===== config.mk =====
export PLATFORM = sky130hd
export DESIGN_NAME = alu_sequencer
export DESIGN_NICKNAME = d
export VERILOG_FILES = /design/src/rtl/alu_sequencer.sv
export SDC_FILE = /design/constraint.sdc
export NUM_CORES = 1
export LEC_CHECK = 0
export BUFFER_PORTS_ARGS = -buffer_cell sky130_fd_sc_hd__buf_2
export CAP_MARGIN = 10
export CORE_ASPECT_RATIO = 2
export CORE_MARGIN = 5
export CORE_UTILIZATION = 40
export CTS_BUF_LIST = sky130_fd_sc_hd__clkbuf_16
export CTS_CLUSTER_DIAMETER = 30
export DETAILED_ROUTE_END_ITERATION = 12
export GPL_ROUTABILITY_DRIVEN = 0
export GPL_TIMING_DRIVEN = 0
export PLACE_DENSITY = 0.68
export SLEW_MARGIN = 20
export SYNTH_ARGS = -nofsm -noshare
export SYNTH_HDL_FRONTEND = slang
export SYNTH_SLANG_ARGS = --single-unit

===== constraint.sdc =====
create_clock -name clk -period 3.76 [get_ports clk]
set_input_delay 0.376 -clock clk [delete_from_list [all_inputs] [get_ports clk]]
set_output_delay 0.376 -clock clk [all_outputs]
set_load 0.02 [all_outputs]

===== src/rtl/alu_sequencer.sv =====
// alu_sequencer: initiator-side controller for the 8-bit combinational ALU.
// Latency: command accepted at edge N, accumulator updated at edge N+1, response valid from N+1.
// Backpressure: one command in flight; cmd_ready low until rsp handshake, RESP holds while rsp_ready low.
//
// Ports:
//   clk, reset                  - clock and synchronous active-high reset
//   cmd_valid/ready/op/operand  - command channel (opcode uses ALU inst encoding)
//   alu_inst/alu_a/alu_b        - registered ALU inputs
//   alu_ans                     - ALU result, bit 8 = carry/borrow
//   rsp_valid/ready/data/carry/err - response channel
//   rsp_zero                    - only when macro ALU_SEQ_ZFLAG_EN is defined: acc == 0
module alu_sequencer #(
  parameter logic [7:0] RESET_ACC     = 8'h00,
  parameter bit         TRAP_RESERVED = 1'b1
) (
  input  logic       clk,
  input  logic       reset,
  input  logic       cmd_valid,
  output logic       cmd_ready,
  input  logic [3:0] cmd_op,
  input  logic [7:0] cmd_operand,
  output logic [3:0] alu_inst,
  output logic [7:0] alu_a,
  output logic [7:0] alu_b,
  input  logic [8:0] alu_ans,
  output logic       rsp_valid,
  input  logic       rsp_ready,
  output logic [7:0] rsp_data,
  output logic       rsp_carry,
  output logic       rsp_err
`ifdef ALU_SEQ_ZFLAG_EN
  ,
  output logic       rsp_zero
`endif
);

  localparam logic [3:0] OP_NOP = 4'd8;

  typedef enum logic [1:0] {
    IDLE = 2'd0,
    EXEC = 2'd1,
    RESP = 2'd2
  } state_t;

  state_t     state_q, state_d;
  logic [7:0] acc_q, acc_d;
  logic       carry_q, carry_d;
  logic       err_q, err_d;
  logic       accept;

  // FSM next state and handshake outputs
  always_comb begin
    state_d   = state_q;
    cmd_ready = 1'b0;
    rsp_valid = 1'b0;
    case (state_q)
      IDLE: begin
        cmd_ready = 1'b1;
        if (cmd_valid) state_d = EXEC;
      end
      EXEC: state_d = RESP;
      RESP: begin
        rsp_valid = 1'b1;
        if (rsp_ready) state_d = IDLE;
      end
      default: state_d = IDLE;
    endcase
  end

  assign accept = cmd_valid && cmd_ready;

  // Accumulator update, evaluated while the registered ALU inputs are stable in EXEC.
  // Clear, bit-clear and bit-set are done locally; NOP and reserved never sample alu_ans.
  always_comb begin
    acc_d   = acc_q;
    carry_d = carry_q;
    err_d   = 1'b0;
    case (alu_inst)
      4'd2, 4'd3, 4'd5, 4'd6: begin
        acc_d   = alu_ans[7:0];
        carry_d = alu_ans[8];
      end
      4'd0, 4'd1, 4'd4, 4'd7, 4'd10, 4'd11, 4'd12: acc_d = alu_ans[7:0];
      4'd9: begin
        acc_d   = 8'h00;
        carry_d = 1'b0;
      end
      4'd13: acc_d[alu_b[2:0]] = 1'b0;
      4'd14: acc_d[alu_b[2:0]] = 1'b1;
      4'd15: err_d = TRAP_RESERVED;
      default: ;
    endcase
  end

  always_ff @(posedge clk) begin
    if (reset) begin
      state_q  <= IDLE;
      acc_q    <= RESET_ACC;
      carry_q  <= 1'b0;
      err_q    <= 1'b0;
      alu_inst <= OP_NOP;
      alu_a    <= RESET_ACC;
      alu_b    <= 8'h00;
    end else begin
      state_q <= state_d;
      if (state_q == EXEC) begin
        acc_q   <= acc_d;
        carry_q <= carry_d;
        err_q   <= err_d;
      end
      if (accept) begin
        alu_inst <= cmd_op;
        alu_b    <= cmd_operand;
        err_q    <= 1'b0;
      end
      if (state_q == RESP && rsp_ready) alu_inst <= OP_NOP;
      // Frozen during EXEC so the ALU sees the pre-update accumulator.
      if (state_q != EXEC) alu_a <= acc_q;
    end
  end

  assign rsp_data  = acc_q;
  assign rsp_carry = carry_q;
  assign rsp_err   = err_q;

`ifdef ALU_SEQ_ZFLAG_EN
  logic zero_q;
  always_ff @(posedge clk) begin
    if (reset) begin
      zero_q <= (RESET_ACC == 8'h00);
    end else if (state_q == EXEC) begin
      zero_q <= (acc_d == 8'h00);
    end
  end
  assign rsp_zero = zero_q;
`endif

endmodule


==> results by group, run 1 <==
Global routing
  • Global-route wire length before repair: 5980 um
  • Vias in the first global route: 1404
  • Largest net degree at the start of global routing: 11
  • Global route total overflow: 0
  • Initial antenna violation count: 0
  • Tot GR Track Use: 16.1%

Final layout
  • Most frequent cells in the layout: 57 x buf_2, 51 x nand2_1, 32 x dfxtp_1
  • Fill count: 398
  • Most common cell after layout, fill and taps aside: buf_2
  • Fin area: 1920 sq um
  • Layout area overhead: 33.3%
  • Fraction of final layout cells sized beyond drive strength 1: 28.9%
  • Final core utilization: 53.9%
  • Total Nets Final: 273
  • Ant diodes: 0

STA
  • Unrepaired setup endpoints after global routing: no
  • Slew headroom: 64.8%
  • Max-slew violations: 0
  • F_max: 0.570 GHz
  • Min Tclk post-route: 1.75 ns
  • Least-Margin Pin Slew: 0.529 ns
  • Setup TNS: 0 ns
  • Final Hold Vio Count: 0
  • Clk_skew: 0.00304 ns
  • Tcrit/Tclk final: 46.6%
  • # setup viols final: 0

Synth
  • Combinational family with the most area after synthesis: simple AND/OR/NAND/NOR gates
  • Seq/Total Area, Yosys: 44.4%
  • Flops & latches, synth: 32
  • Cells after synthesis: 185
  • Synth Flop Type: dfxtp_1
  • EDFF count, synth: 0
  • Simple-Gate Fraction of Synth Area: 27.6%
  • Post-synthesis area per instance: 7.80 sq um
  • Mux cell area share after synthesis: 0%
  • Compound-cell area share of the yosys netlist: 21.1%
  • Mapped cell area: 1440 sq um
  • Syn_nets: 210
  • Adder-cell area share of the yosys netlist: 0%
  • XOR/XNOR share of the synthesized area: 0.607%
  • Netlist cell types: 33
  • Yosys warning count: 0
  • Async SR Flop Fraction: 0%

Hold path
  • Hold crit path type: primary input to register
  • WHS Path Cells: 2

Floorplanning
  • Die W: 52.5 um
  • Num rows: 31
  • Die height: 95.0 um
  • Die area: 4980 sq um
  • Initial core utilization: 40.5%
  • I/O pins: 57
  • Core Region: 3570 sq um

CTS
  • H-tree Lvls: 2
  • Worst-skew pair later-pin latency: 0.27 ns
  • Clock-pin slew on the worst setup and hold paths: 0.05 ns
  • Clk sinks: 32
  • CTS tree: built
  • Root Driver: clkbuf_16
  • Cts hold-fix bufs: 0
  • CTS Buf Count: 5
  • Clk buf depth: 2
  • Setup Fix Bufs, Post-CTS: 0
  • CTS resizes: 0

Route
  • WL/cell: 12.9 um
  • DRC: 0
  • Vias: 1510
  • First-pass DRT Iterations: 4
  • Final WL: 3850 um
  • First-iteration detailed-routing DRC count: 33
  • Vias per Instance: 5.07
  • Antenna Nets Post-Route: 0

Power
  • Power per cell area: 461 nW/um^2
  • Lkg Pwr: 0.866 nW
  • Pwr Total: 887 uW
  • Maximum vdd drop: 299 uV

Run
  • Max_cap viols: 0

Critical path
  • Reg2Reg Depth: 6
  • Worst Path Buf+Inv: 2
  • Setup CP Type: register to register
  • Worst-path cell chain: buf_4 -> and4b_1 -> buf_1 -> a21oi_2 -> nand2_1 -> a311oi_1
  • Worst endpoint required time: 3.94 ns
  • CP Launch Type: register
  • CP endpoint kind: register
  • Critical Path AT: 1.93 ns
  • CP max FO: 9
  • Crit path max-delay family: compound AO/OA/AOI/OAI gates
  • Number of cells on the critical path: 6
  • Slowest cell on crit path: a21oi_2
  • Max incr delay on CP: 0.40 ns

Status
  • Outcome: complete, no violations

Place
  • Placed Area: 1790 sq um
  • Hpwl dp: 2960 um
  • Port Buffers: 56
## logic make-up (layout without fill, tap and decap cells)
family / Yosys count / after routing
simple gates: 90 / 90
buf+inv: 16 / 80
compound gates: 46 / 46
xor+xnor: 1 / 1
flops: 32 / 32
## sequential cells by signal, indices dropped and copies added, names as in the netlist
signal     count
state_q        2
rsp_data       8
alu_b          8
rsp_carry      1
alu_inst       4
rsp_err        1
alu_a          8
## power breakdown
part	leakage, nW	internal [mW]	switching, mW	total [mW]
registers	0.261	0.359	0.0136	0.373
logic	0.533	0.0528	0.0881	0.141
clock network	0.0710	0.240	0.134	0.374
## cell usage after synthesis, types with 2 or more instances
cell      instances  area, sq um
clkbuf_1          6         22.5
nand2b_1          2         12.5
buf_6             2         22.5
o22ai_1           8         50.1
nor3b_1           3         22.5
and3_1            2         12.5
a311oi_1          7         61.3
a21oi_1          21          105
dfxtp_1          32          641
nand2_1          51          191
nor2b_1           4         25.0
nor2_1           20         75.1
o21ba_2           2         20.0
nor3_1            2         10.0
buf_1             4         15.0
o21ai_0           2         10.0
## cell type report
type	count	area (sq um)	area share (%)
buffer	15	87.6	4.55
clock buffer	5	125	6.50
clock inverter	3	13.8	0.715
inverter	1	3.75	0.195
multi-input combinational	137	712	37.0
sequential	32	641	33.3
tap	49	61.3	3.19
timing repair buffer	56	280	14.6
## final timing paths
path	start	end	slack (ns)
hold / removal	cmd_op[3]	alu_inst[3]$_SDFFE_PP1P_	0.31
setup reg to reg	alu_inst[3]$_SDFFE_PP1P_	rsp_data[7]$_SDFFE_PP0P_	2.01
hold reg to reg	alu_a[2]$_SDFFE_PP0N_	alu_a[2]$_SDFFE_PP0N_	0.44
setup / recovery	alu_inst[3]$_SDFFE_PP1P_	rsp_data[7]$_SDFFE_PP0P_	2.01
## routing by layer
metal,GRT usage [%],share of wire [%],vias up
met1,15.5,35,691
met5,0,0,-
met2,30.7,58,48
li1,-,-,764
met3,3.63,5.3,7
met4,7.25,2.1,0
## per-stage QoR
step | instances | hold slack, ns | setup WS [ns]
finish | 298 | 0.307 | 2.01
global route | 298 | 0.319 | 1.87
CTS | 298 | 0.308 | 2.00
detailed placement | 290 | 0.440 | 2.02
global placement | 290 | 0.435 | 2.04
floorplan | 185 | 0.494 | 2.03
Power figures use the tool's default switching activity.
==> inputs of run 2 (changes only) <==
==> constraint.sdc (replaced) <==
create_clock -name clk -period 1.8 [get_ports clk]
set_input_delay 0.18 -clock clk [delete_from_list [all_inputs] [get_ports clk]]
set_output_delay 0.18 -clock clk [all_outputs]
set_load 0.02 [all_outputs]
==> results by group, run 2 (synthesis results as in run 1) <==
Place
  • Hpwl dp: 2960 um (unchanged)
  • Worst slack at placement: 0.0584 ns (-1.96 ns)
  • Port Buffers: 56 (unchanged)
  • Placed Area: 1790 sq um (unchanged)

CTS
  • Root Driver: clkbuf_16
  • H-tree Lvls: 2 (unchanged)
  • Clk buf depth: 2 (unchanged)
  • CTS tree: built
  • Clock-pin slew on the worst setup and hold paths: 0.05 ns (about the same)
  • Clk sinks: 32 (unchanged)
  • Worst-skew pair later-pin latency: 0.27 ns (about the same)
  • CTS Buf Count: 5 (unchanged)

Final layout
  • Fraction of final layout cells sized beyond drive strength 1: 28.9% (unchanged)
  • Total Nets Final: 273 (unchanged)
  • Most frequent cells in the layout: 57 x buf_2, 51 x nand2_1, 32 x dfxtp_1
  • Fin area: 1930 sq um (+0.39%)
  • Most common cell after layout, fill and taps aside: buf_2
  • Layout area overhead: 33.8%
  • Ant diodes: 0 (unchanged)

STA
  • Final Hold Vio Count: 0 (unchanged)
  • Unrepaired setup endpoints after global routing: no
  • Max-slew violations: 0 (unchanged)
  • # setup viols final: 0 (unchanged)
  • Setup TNS: 0 ns (unchanged)
  • F_max: 0.597 GHz (+4.6%)
  • Fin worst setup slack: 0.124 ns (-1.88 ns)
  • Slew headroom: 64.0% (-0.76 points)
  • Tcrit/Tclk final: 93.1% (+46 points)
  • Clk_skew: 0.00458 ns (+0.00154 ns)
  • Min Tclk post-route: 1.68 ns (-0.0775 ns)
  • Least-Margin Pin Slew: 0.540 ns (+0.0114 ns)

Global routing
  • Vias in the first global route: 1404 (unchanged)
  • Grt peak-use layer: met2
  • Met2 usage: 30.7% (unchanged)
  • Met1 Resource Use GR: 15.5% (unchanged)
  • Largest net degree at the start of global routing: 11 (unchanged)
  • Tot GR Track Use: 16.1% (unchanged)
  • Initial antenna violation count: 0 (unchanged)
  • Met3 usage: 3.63% (unchanged)
  • Global-route wire length before repair: 5980 um (unchanged)
  • Global route total overflow: 0 (unchanged)

Floorplanning
  • Die area: 4980 sq um (unchanged)
  • Initial core utilization: 40.5% (unchanged)
  • I/O pins: 57 (unchanged)
  • Core Region: 3570 sq um (unchanged)
  • Die height: 95.0 um (unchanged)
  • Die W: 52.5 um (unchanged)
  • Num rows: 31 (unchanged)

Critical path
  • Setup CP Type: register to register
  • CP endpoint kind: register
  • CP Launch Type: register
  • Critical Path AT: 1.86 ns (-0.07 ns)
  • CP max FO: 10 (+1)
  • Worst endpoint required time: 1.98 ns (-1.96 ns)

Power
  • Maximum vdd drop: 627 uV (+110%)
  • Power per cell area: 963 nW/um^2 (+110%)
  • Pwr Total: 1.86 mW (+110%)
  • Lkg Pwr: 0.867 nW (+0.21%)

Run
  • Max_cap viols: 0 (unchanged)

Status
  • Outcome: complete, no violations

Route
  • Vias per Instance: 5.09 (+0.40%)
  • Antenna Nets Post-Route: 0 (unchanged)
  • First-iteration detailed-routing DRC count: 35 (+6.1%)
  • First-pass DRT Iterations: 4 (unchanged)
  • WL/cell: 13.0 um (+0.86%)
  • Vias: 1516 (+0.40%)
  • DRC: 0 (unchanged)
  • Final WL: 3880 um (+0.86%)

Hold path
  • Hold crit path type: primary input to register
==> run 2: through the flow <==
| stage | util (%) | hold WS, ns | instances |
|---|---|---|---|
| 2_1_floorplan | - | 0.298 | 185 |
| 3_3_place_gp | 50.0 | 0.396 | 290 |
| 3_5_place_dp | 50.0 | 0.394 | 290 |
| 4_1_cts | 53.9 | 0.112 | 298 |
| 5_1_grt | 54.1 | 0.123 | 298 |
| 6_report | 54.1 | 0.110 | 298 |
==> run 2: path summary, 6_finish.rpt <==
path	from	slack (ns)	end	depth (start not counted)
hold reg to reg	alu_a[0]$_SDFFE_PP0N_	0.44	alu_a[0]$_SDFFE_PP0N_	2
setup reg to reg	alu_inst[3]$_SDFFE_PP1P_	0.12	rsp_data[6]$_SDFFE_PP0P_	6
setup / recovery	alu_inst[3]$_SDFFE_PP1P_	0.12	rsp_data[6]$_SDFFE_PP0P_	6
hold / removal	cmd_op[3]	0.11	alu_inst[3]$_SDFFE_PP1P_	2
==> run 2: layer usage <==
metal | up-vias | share of wire [%] | wire, um
li1 | 763 | - | -
met1 | 697 | 35 | 1380
met2 | 49 | 58 | 2230
met3 | 7 | 4.9 | 189
met4 | 0 | 2.1 | 82
met5 | - | 0 | 0
==> run 2: critical path, stage by stage (launching register included) <==
cell and delay, ns:
dfxtp_1 0.32, buf_4 0.16, or4b_1 0.43, and3_1 0.18, buf_6 0.13, buf_8 0.13
a311oi_2 0.23
==> run 2: power by group <==
group	internal, mW	switching, mW	total [mW]
clock network	0.501	0.284	0.785
logic	0.111	0.186	0.297
registers	0.749	0.0284	0.778
==> run 2: timing repair <==
item / 4_1_cts / 5_1_grt
endpoints found under the setup margin: 0 / 8
hold buffers: 0 / 0
resized for setup: 0 / 1
buffers inserted: 0 / 0
==> run 2: cell type report <==
cell class                      instances  area [sq um]
Timing Repair Buffer                   56           280
Multi-Input combinational cell        137           719
Fill cell                             397          1640
Inverter                                1          3.75
Sequential cell                        32           641
Clock inverter                          3          13.8
Clock buffer                            5           125
Buffer                                 15          87.6
Tap cell                               49          61.3
